--- src/rtl/dbp_buf_sched.sv ---
// Ping-pong block scheduler for the EBPC decoder.
// Steers each incoming block (base word + NUM_DBP bit-planes) into one of
// two buffers in alternation, and merges the two buffer outputs back into a
// single in-order block stream.

package ebpc_pkg;
  localparam int unsigned DATA_W     = 8;
  localparam int unsigned BLOCK_SIZE = 8;
  localparam int unsigned NUM_DBP    = DATA_W + 1;

  // One decoded block: base word plus one (BLOCK_SIZE-1)-bit delta plane per bit.
  typedef struct packed {
    logic [DATA_W-1:0]                      base;
    logic [NUM_DBP-1:0][BLOCK_SIZE-2:0]     dbp;
  } dbp_block_t;
endpackage

module dbp_buf_sched #(
  parameter int unsigned DATA_W     = ebpc_pkg::DATA_W,
  parameter int unsigned BLOCK_SIZE = ebpc_pkg::BLOCK_SIZE
) (
  input  logic                            clk_i,
  input  logic                            rst_ni,
  input  logic [DATA_W-1:0]               data_i,
  input  logic                            vld_i,
  output logic                            rdy_o,
  input  logic                            flush_i,
  output logic [DATA_W-1:0]               buf_data_o,
  output logic [1:0]                      buf_push_o,
  output logic [1:0]                      buf_vld_o,
  input  logic [1:0]                      buf_rdy_i,
  output logic                            buf_clr_o,
  input  ebpc_pkg::dbp_block_t [1:0]      blk_i,
  input  logic [1:0]                      blk_vld_i,
  output logic [1:0]                      blk_rdy_o,
  output ebpc_pkg::dbp_block_t            blk_o,
  output logic                            blk_vld_o,
  input  logic                            blk_rdy_i,
  output logic                            idle_o
);

  localparam int unsigned NUM_DBP = DATA_W + 1;
  localparam int unsigned CNT_W   = $clog2(NUM_DBP + 1);
  // Flat width of one block; must agree with the package block type.
  localparam int unsigned BLK_W   = DATA_W + NUM_DBP * (BLOCK_SIZE - 1);

  logic             wr_sel_reg;
  logic             rd_sel_reg;
  logic [CNT_W-1:0] cnt_reg;
  logic [2:0]       inflight_reg;

  logic             accept;
  logic             last_word;
  logic             blk_done;
  logic             drain;
  logic [BLK_W-1:0] blk_sel;

  // Write side: the upstream only sees the buffer currently being filled.
  assign rdy_o      = ~flush_i & buf_rdy_i[wr_sel_reg];
  assign accept     = vld_i & rdy_o;
  assign last_word  = (cnt_reg == CNT_W'(NUM_DBP));
  assign blk_done   = accept & last_word;
  assign buf_data_o = data_i;
  assign buf_clr_o  = flush_i;

  // Read side: only the buffer holding the oldest block is observed.
  assign blk_sel   = blk_i[rd_sel_reg];
  assign blk_o     = ebpc_pkg::dbp_block_t'(blk_sel);
  assign blk_vld_o = ~flush_i & blk_vld_i[rd_sel_reg];
  assign drain     = blk_vld_o & blk_rdy_i;

  assign idle_o = (cnt_reg == '0) && (inflight_reg == 3'd0);

  // Per-buffer push/complete/ready strobes; the unselected buffer sees zeros.
  always_comb begin
    buf_push_o             = 2'b00;
    buf_vld_o              = 2'b00;
    blk_rdy_o              = 2'b00;
    buf_push_o[wr_sel_reg] = accept;
    buf_vld_o[wr_sel_reg]  = blk_done;
    blk_rdy_o[rd_sel_reg]  = blk_rdy_i;
  end

  // Scheduler state: word count, fill/drain selects and completed-block count.
  always_ff @(posedge clk_i or negedge rst_ni) begin
    if (!rst_ni) begin
      wr_sel_reg   <= 1'b0;
      rd_sel_reg   <= 1'b0;
      cnt_reg      <= '0;
      inflight_reg <= 3'd0;
    end else if (flush_i) begin
      // Flush wins over any accept or drain in the same cycle.
      wr_sel_reg   <= 1'b0;
      rd_sel_reg   <= 1'b0;
      cnt_reg      <= '0;
      inflight_reg <= 3'd0;
    end else begin
      if (accept) begin
        if (last_word) begin
          cnt_reg    <= '0;
          wr_sel_reg <= ~wr_sel_reg;
        end else begin
          cnt_reg <= cnt_reg + CNT_W'(1);
        end
      end
      if (drain) begin
        rd_sel_reg <= ~rd_sel_reg;
      end
      case ({blk_done, drain})
        2'b10:   inflight_reg <= inflight_reg + 3'd1;
        2'b01:   inflight_reg <= inflight_reg - 3'd1;
        default: inflight_reg <= inflight_reg;
      endcase
    end
  end

endmodule

--- config.mk ---
export PLATFORM = sky130hd
export DESIGN_NAME = dbp_buf_sched
export DESIGN_NICKNAME = d
export VERILOG_FILES = /design/src/rtl/dbp_buf_sched.sv
export SDC_FILE = /design/constraint.sdc
export NUM_CORES = 1
export LEC_CHECK = 0
export BUFFER_PORTS_ARGS = -buffer_cell sky130_fd_sc_hd__buf_2
export CORE_AREA = 2 2 96 98
export CTS_CLUSTER_DIAMETER = 40
export DETAILED_ROUTE_END_ITERATION = 16
export DIE_AREA = 0 0 98 100
export SLEW_MARGIN = 15
export SYNTH_ARGS = -nofsm -noshare
export SYNTH_HDL_FRONTEND = slang
export SYNTH_SLANG_ARGS = --single-unit
--- constraint.sdc ---
create_clock -name clk_i -period 2.1 [get_ports clk_i]
set_input_delay 0.42 -clock clk_i [delete_from_list [all_inputs] [get_ports clk_i]]
set_output_delay 0.42 -clock clk_i [all_outputs]
set_load 0.02 [all_outputs]
==> metrics.cfg, run 1 <==
[synth]
synth_edf_count=0
netlist_area_sq_um=1610
ys.flop_type=dfrtp_1
seq_area_frac_synth_pct=14.0
ys_warn_count=0
synthCells=162
syn_nets=322
avgSynthCellArea_sq_um=9.91
async_reset_ff_share_pct=100
ys_ff_latch=9
synth_cell_type_count=37

[worst_setup_path]
crit_path_end_kind=primary output
cp.arrival_ps=1670
crit_slowest_cell=or4_1
cp_top_family=simple AND/OR/NAND/NOR gates
worst-path-buf-inv=1
path_cells=or4_1, nor4_2, buf_2
worstPathMaxFanout=3
startpoint=inflight_reg[0]
ff2ff_setup_slack_ps=110
crit_required_ps=1680
path_class=reg2out
cp-start-kind=flop
critPathMaxStageDelay_ps=570
timing.rr.end=inflight_reg[2]
r2r-start=cnt_reg[2]
r2r_cells=7

[die]
core.rowCount=35
die_area_sq_um=9800
io_pins=248
die_w_microns=98
die_y_microns=100
initial_utilization_pct=18.1
core_sq_um=8890

[power_and_ir_drop]
powerDensity_nw_per_um2=409
leakagePower_nw=1.53
ir_drop_v=0.000386

[finish]
fin_cells=495
fin_nets=545
syn2layout_area_growth_pct=80.9
largest_register_ffs=4
multi_input_area_sq_um=1240
seq_area_sq_um=228
fill_cells=947
final_common_cell=buf_2
antenna_cells=0
drive_above_1_share_pct=86.5
mostFrequentLayoutCells=231 x buf_2, 73 x mux2_2, 9 x nor2_1

[drt]
wl_microns=7000
drt-initial-drc-count=48
drc=0
wl_per_cell_microns=14.1
vias_per_cell=4.20
first_pass_iters=4
via_count=2080
ant_nets=0

[timing]
final.setup.tns_ps=0
clock_skew_ps=1.13
final_hold_viol_count=0
setup_viol_count_final=0
maxSlewViolCount=0
fin_crit_sh_pct=99.8
max_freq_mhz=477
period_needed_ps=2090
worst_pin_slew_ps=418
holdWs_ps=31.4
relSlewSlack_pct=71.4

[clocking]
cts_buffer_depth=2
post_cts_buffers=0
cts_inserted_buffers=3
cts-root-buf=clkbuf_8
cts_tree=yes
cts.sink_count=9
cts-htree-levels=1
cts.clk_slew.worst_paths_ps=50
insertion_delay_ps=240
cts_hold_buf=0
cts_resized=0

[flow_run]
maxCapViolCount=0

[place]
placed_cells=491
io_buffer_count=231
dp.final_hpwl_microns=6090
gp_congestion=0.784

[global_route]
gr-total-overflow=0
use_met3_pct=6.55
grtUsageMet1_pct=16.5
grt_start_max_net_pins=70
grt_pass1_vias=1902
grt_pass1_wl_microns=9690
grt_use_met2_pct=17.4
grt.total_usage_pct=12.1
antenna_found_initial=0
busiest_layer=met2

[status]
outcome=finished clean

[worst_hold_path]
hp-class=in2async

## power by group
group          internal, W  switching, W  total (W)
logic             0.000365      0.000409   0.000774
clock network     0.000131     0.0000860   0.000217
registers         0.000183     0.0000131   0.000196
total             0.000679      0.000508    0.00119
## logic make-up (layout without fill, tap and decap cells)
logic type               after synthesis  after routing  synth area share, %
multiplexers                          78             78                 54.9
AND/OR/NAND/NOR                       31             31                 11.3
buffers and inverters                 27            249                 10.7
AO/OA/AOI/OAI                         12             12                 5.22
flip-flops                             9              9                 14.0
XOR/XNOR                               4              4                 2.65
adder cells (fa/ha/maj)                1              1                 1.25
## worst reg2reg max path, cell delays in order (launching register included)
cell and delay (ps):
dfrtp_1 430, nor3b_4 230, and3_4 210, nor2_1 60, fa_2 340, o311a_2 370
a32oi_1 170, nand2_1 80
## worst max path at each step
stage               cells after the start               to
finish                                  3           idle_o
CTS                                     3           idle_o
global placement                        8  inflight_reg[2]
global route                            3           idle_o
detailed placement                      8  inflight_reg[2]
floorplan                               9  inflight_reg[2]
## through the flow
stage / cell area [sq um] / util (%) / total power, W / setup slack [ps]
after floorplan: 1620 / - / 0.000677 / 54.1
after global placement: 2840 / 31.9 / 0.000967 / 55.2
after detailed placement: 2840 / 31.9 / 0.000974 / 36.2
after CTS: 2890 / 32.5 / 0.00119 / 26.3
after global routing: 2900 / 32.7 / 0.00126 / -50.7
final: 2900 / 32.7 / 0.00119 / 5.01
## per-layer routing
metal	up-vias	share of wire (%)
li1	1029	-
met1	918	41
met2	129	43
met3	4	16
met4	0	0.57
met5	-	0
## layout make-up
class                      instances  share of cell area (%)
tap                              111                    4.78
multi-input combinational        126                    42.7
clock buffer                       3                    1.42
clock inverter                     1                   0.172
sequential                         9                    7.84
timing repair buffer             239                    42.3
inverter                           6                   0.776
## cell usage after synthesis, types with 2 or more instances
cell,count,area share [%]
mux2_2,73,51
nor2_1,10,2.3
buf_2,9,2.8
buf_4,9,4.2
dfrtp_1,9,14
inv_1,6,1.4
nand2_1,5,1.2
a21oi_1,3,0.94
mux2i_1,3,1.9
nand4_1,3,1.2
o21ai_0,3,0.94
buf_6,2,1.4
nand3_1,2,0.62
xnor2_1,2,1.1
(Power assumes the default switching activity.)
==> run 2, diff against run 1 <==
==> constraint.sdc (replaced) <==
create_clock -name clk_i -period 2.7 [get_ports clk_i]
set_input_delay 0.54 -clock clk_i [delete_from_list [all_inputs] [get_ports clk_i]]
set_output_delay 0.54 -clock clk_i [all_outputs]
set_load 0.02 [all_outputs]
==> run 2 against run 1 <==
  * Total power down 25%
  * Hold slack better by 120 ps
  * Via count up 0.48%
  * Routed wire length down 14%
  * Flip-flop and latch count unchanged
  * Register-to-register slack better by 450 ps
  * Sequential power down 23%
  * Die area unchanged
  * Setup slack better by 420 ps
  * Clock skew up 1.5 ps
  * Combinational power down 25%
  * Critical path depth up 2
  * Critical path type unchanged
  * Critical endpoint is now buf_vld_o[1]
  * Largest cell class unchanged
  * Highest routed layer unchanged
==> metrics.cfg, run 2 (synthesis results as in run 1) <==
[timing]
setup_viol_count_final=0  ; unchanged
final.setup.tns_ps=0  ; unchanged
maxSlewViolCount=0  ; unchanged
final_hold_viol_count=0  ; unchanged
rsz0062_at_grt=false
max_freq_mhz=439
fin_crit_sh_pct=84.4
period_needed_ps=2280
clock_skew_ps=2.65  ; +1.52 ps
relSlewSlack_pct=75.5  ; +4.1 points
worst_pin_slew_ps=358  ; -59.9 ps

[worst_setup_path]
crit_required_ps=2160  ; +480 ps
path_class=reg2out
path_cells=mux2_4, and3_1, buf_4, and2_2, buf_2
crit_path_end_kind=primary output
worstPathMaxFanout=7  ; +4
crit_slowest_cell=dfrtp_1
cp-start-kind=flop
critPathMaxStageDelay_ps=480  ; -90 ps
r2r_cells=7  ; unchanged
cp.arrival_ps=1740  ; +70 ps

[drt]
via_count=2090  ; +0.48%
drt-initial-drc-count=42  ; -13%
first_pass_iters=4  ; unchanged
ant_nets=0  ; unchanged
wl_per_cell_microns=12.3  ; -13%
drc=0  ; unchanged
wl_microns=6040  ; -14%
vias_per_cell=4.27  ; +1.5%

[clocking]
cts-htree-levels=1  ; unchanged
cts_inserted_buffers=3  ; unchanged
cts.sink_count=9  ; unchanged
insertion_delay_ps=240  ; about the same
cts_buffer_depth=2  ; unchanged
cts_hold_buf=0  ; unchanged
cts_resized=0  ; unchanged
cts.clk_slew.worst_paths_ps=40  ; about the same
cts-root-buf=clkbuf_8
post_cts_buffers=0  ; unchanged
cts_tree=yes

[finish]
drive_above_1_share_pct=84.7  ; -1.8 points
fill_cells=939  ; -0.84%
final_common_cell=buf_2
syn2layout_area_growth_pct=76.5
antenna_cells=0  ; unchanged
mostFrequentLayoutCells=231 x buf_2, 73 x mux2_2, 10 x nor2_1
fin_nets=540  ; -0.92%
largest_register_ffs=4  ; unchanged

[power_and_ir_drop]
p_seq_share_pct=17.0  ; +0.5 points
swShare_pct=41.1  ; -1.7 points
powerDensity_nw_per_um2=313  ; -23%
internal-power_w=0.000522  ; -23%
p_total_w=0.000887  ; -25%
combPwrFrac_pct=65.2  ; about the same
p_switching_w=0.000365  ; -28%
leakagePower_nw=1.51  ; -1.5%
ir_drop_v=0.000141  ; -63%
clkPwrFrac_pct=17.8  ; -0.5 points

[flow_run]
maxCapViolCount=0  ; unchanged

[global_route]
grt_pass1_wl_microns=8760  ; -9.7%
grt.total_usage_pct=10.7  ; -1.4 points
antenna_found_initial=0  ; unchanged
gr-total-overflow=0  ; unchanged
grt_start_max_net_pins=77  ; +10%
grt_pass1_vias=1890  ; -0.63%

[die]
io_pins=248  ; unchanged
die_area_sq_um=9800  ; unchanged
die_y_microns=100  ; unchanged
initial_utilization_pct=18.1  ; unchanged
die_w_microns=98  ; unchanged
core.rowCount=35  ; unchanged
core_sq_um=8890  ; unchanged

[status]
outcome=finished clean

[place]
gp_congestion=0.783  ; -0.13%
io_buffer_count=231  ; unchanged
dp.final_hpwl_microns=5220  ; -14%

[worst_hold_path]
hp-class=in2async

## run 2: changes by cell type in the layout (fill, tap and decap cells not counted), sizes merged
cell / previous run / this run
clkinv: 1 / 0
buf: 239 / 234
clkbuf: 3 / 4
## run 2: path summary, 6_finish.rpt
kind	slack (ps)	startpoint	endpoint
worst max-delay path	420	wr_sel_reg	buf_vld_o[1]
worst min-delay path	150	rst_ni	inflight_reg[0]
worst max register to register	560	cnt_reg[1]	inflight_reg[2]
worst min register to register	540	inflight_reg[0]	inflight_reg[0]
max in group asynchronous	2340	rst_ni	rd_sel_reg
min in group clk_i	540	inflight_reg[0]	inflight_reg[0]
## run 2: per-layer routing
layer / track usage [%] / routed length, microns / vias to the layer above
li1: - / - / 1022
met1: 13.8 / 2370 / 928
met2: 17.8 / 2970 / 135
met3: 3.27 / 682 / 5
met4: 2.35 / 23 / 0
met5: 0 / 0 / -
## run 2: layout make-up
| type | count | area (sq um) | area share, % |
|---|---|---|---|
| clock buffers | 4 | 45.0 | 1.59 |
| inverters | 6 | 22.5 | 0.795 |
| multi-input cells | 126 | 1210 | 42.7 |
| flip-flops and latches | 9 | 226 | 7.99 |
| well taps | 111 | 139 | 4.90 |
| repair buffers | 234 | 1190 | 42.0 |
## run 2: stage by stage
step	instance area, sq um	std cells	hold WS, ps	util, %	setup WS (ps)
floorplan	1610	162	244	-	507
CTS	2830	490	160	31.9	419
global route	2830	490	171	31.9	361
finish	2830	490	154	31.9	420
global placement	2790	486	409	31.4	424
detailed placement	2790	486	413	31.4	373
## run 2: power by group through the flow
stage / Clock [W] / Combinational [W] / Sequential (W)
after detailed placement: 0 / 0.000581 / 0.000153
after CTS: 0.000164 / 0.000583 / 0.000151
after global routing: 0.000171 / 0.000624 / 0.000153
final: 0.000158 / 0.000578 / 0.000151
after global placement: 0 / 0.000576 / 0.000153
after floorplan: 0 / 0.000374 / 0.000149
## run 2: critical path: cells and delay by family, from the launching register on
| kind | cells | cell delay [ps] |
|---|---|---|
| flip-flops | 1 | 480 |
| multiplexers | 1 | 360 |
| AND/OR/NAND/NOR | 2 | 350 |
| buffers and inverters | 2 | 310 |
==> run 3, diff against run 2 <==
==> constraint.sdc (replaced) <==
create_clock -name clk_i -period 2.06 [get_ports clk_i]
set_input_delay 0.412 -clock clk_i [delete_from_list [all_inputs] [get_ports clk_i]]
set_output_delay 0.412 -clock clk_i [all_outputs]
set_load 0.02 [all_outputs]
==> run 3 against run 2 <==
  * Non-clock buffer count is 10 higher
  * Largest power group unchanged
  * Flip-flop and latch count did not move
  * Critical path depth down 2
  * Count of clock-buffer cells in the layout shrank 1
  * Routed wire length is 17% higher
  * Via count increased by 2.4%
  * Clock skew down 1.2 ps
  * Clock power grew 40%
  * Die area unchanged
==> metrics.cfg, run 3 (synthesis results as in run 1) <==
[status]
outcome=finished clean

[worst_setup_path]
ff2ff_setup_slack_ps=80  ; -480 ps
path_class=reg2out
r2r-start=cnt_reg[2]
timing.rr.end=inflight_reg[2]
cp.arrival_ps=1620  ; -120 ps
r2r_cells=7  ; unchanged
worstPathMaxFanout=76  ; +69
crit_required_ps=1650  ; -510 ps
crit_path_end_kind=primary output
cp-start-kind=flop

[finish]
final_area_sq_um=2970  ; +4.9%
fin_cells=500  ; +2.0%
largest_register_ffs=4  ; unchanged
final_common_cell=buf_2
fin_nets=550  ; +1.9%
mostFrequentLayoutCells=230 x buf_2, 69 x mux2_2, 13 x buf_4
drive_above_1_share_pct=86.9  ; +2.2 points
antenna_cells=0  ; unchanged
fill_cells=954  ; +1.6%
syn2layout_area_growth_pct=85.0

[clocking]
cts.clk_slew.worst_paths_ps=50  ; about the same
cts_hold_buf=0  ; unchanged
cts-htree-levels=1  ; unchanged
cts_tree=yes
insertion_delay_ps=240  ; about the same
cts.sink_count=9  ; unchanged
cts_inserted_buffers=3  ; unchanged
cts_buffer_depth=2  ; unchanged
cts-root-buf=clkbuf_8

[timing]
final_hold_viol_count=0  ; unchanged
rsz0062_at_grt=true
fin_crit_sh_pct=98.9
worst_pin_slew_ps=375  ; +17.2 ps
max_freq_mhz=491
setup_viol_count_final=0  ; unchanged
period_needed_ps=2040
relSlewSlack_pct=74.3  ; -1.2 points
maxSlewViolCount=0  ; unchanged
clock_skew_ps=1.45  ; -1.21 ps

[drt]
first_pass_iters=4  ; unchanged
via_count=2140  ; +2.4%
wl_microns=7060  ; +17%
drt-initial-drc-count=42  ; unchanged
drc=0  ; unchanged
wl_per_cell_microns=14.1  ; +14%
vias_per_cell=4.28  ; +0.34%
ant_nets=0  ; unchanged

[power_and_ir_drop]
ir_drop_v=0.000307  ; +120%
powerDensity_nw_per_um2=415  ; +32%
leakagePower_nw=1.59  ; +5.2%
p_total_w=0.00123  ; +39%

[flow_run]
maxCapViolCount=0  ; unchanged

[place]
gp_congestion=0.803  ; +2.5%
place_area_sq_um=2850  ; +2.4%
dp.final_hpwl_microns=5980  ; +14%
placed_cells=493  ; +1.4%
io_buffer_count=231  ; unchanged

[die]
core_sq_um=8890  ; unchanged
die_area_sq_um=9800  ; unchanged
die_w_microns=98  ; unchanged
initial_utilization_pct=18.1  ; unchanged
core.rowCount=35  ; unchanged
die_y_microns=100  ; unchanged
io_pins=248  ; unchanged

[global_route]
antenna_found_initial=0  ; unchanged
grt_pass1_vias=1951  ; +3.2%
grt_pass1_wl_microns=9650  ; +10%
gr-total-overflow=0  ; unchanged
grt.total_usage_pct=12.2  ; +1.5 points
grt_start_max_net_pins=77  ; unchanged

[worst_hold_path]
hp-class=in2async

run 3: cell types whose count changed in the layout (fill, tap and decap cells not counted), sizes merged:
cell    delta
buf       +10
clkbuf     -1
clkinv     +1
run 3: routing by layer:
metal / vias to the layer above / share of wire [%] / GRT usage [%]
met5: - / 0 / 0
met4: 0 / 0.81 / 3.31
met3: 4 / 16 / 7.52
met2: 124 / 44 / 17.6
met1: 967 / 39 / 15.3
li1: 1045 / - / -
run 3: final cells by class:
type | instances | area [sq um] | area share (%)
multi-input combinational | 126 | 1260 | 42.4
timing repair buffer | 244 | 1280 | 43.0
sequential | 9 | 228 | 7.67
tap | 111 | 139 | 4.68
inverter | 6 | 22.5 | 0.758
clock buffer | 3 | 41.3 | 1.39
clock inverter | 1 | 5.00 | 0.168
run 3: worst max path at each step:
| stage | from | to | cells after the start |
|---|---|---|---|
| detailed placement | flush_i | inflight_reg[2] | 8 |
| finish | rd_sel_reg | blk_o[3] | 3 |
| CTS | wr_sel_reg | buf_vld_o[1] | 5 |
| floorplan | wr_sel_reg | inflight_reg[2] | 9 |
| global placement | flush_i | inflight_reg[2] | 8 |
| global route | cnt_reg[2] | inflight_reg[2] | 7 |
run 3: metrics by stage:
| step | setup slack (ps) | setup TNS (ps) | hold WS, ps | utilization, % |
|---|---|---|---|---|
| after floorplan | 14.1 | 0 | 116 | - |
| after global placement | 35.0 | 0 | 283 | 32.1 |
| after detailed placement | -12.0 | -12.0 | 288 | 32.1 |
| after CTS | 17.7 | 0 | 25.1 | 32.6 |
| after global routing | -15.4 | -48.1 | 29.3 | 33.4 |
| final | 23.1 | 0 | 18.0 | 33.4 |
run 3: timing repair:
item	CTS	global route
endpoints found under the hold margin	0	0
buffers inserted	0	3
endpoints found under the setup margin	0	10
gates resized for setup	0	11
run 3: where the power goes:
| part | total (W) | internal (W) | leakage (nW) | switching (W) |
|---|---|---|---|---|
| combinational | 0.000809 | 0.000390 | 1.44 | 0.000420 |
| clock | 0.000221 | 0.000133 | 0.0255 | 0.0000878 |
| sequential | 0.000201 | 0.000187 | 0.120 | 0.0000145 |
run 3: critical path, stage by stage (launching register included):
cell	delay [ps]
dfrtp_2	430
buf_16	290
mux2_2	410
buf_2	170
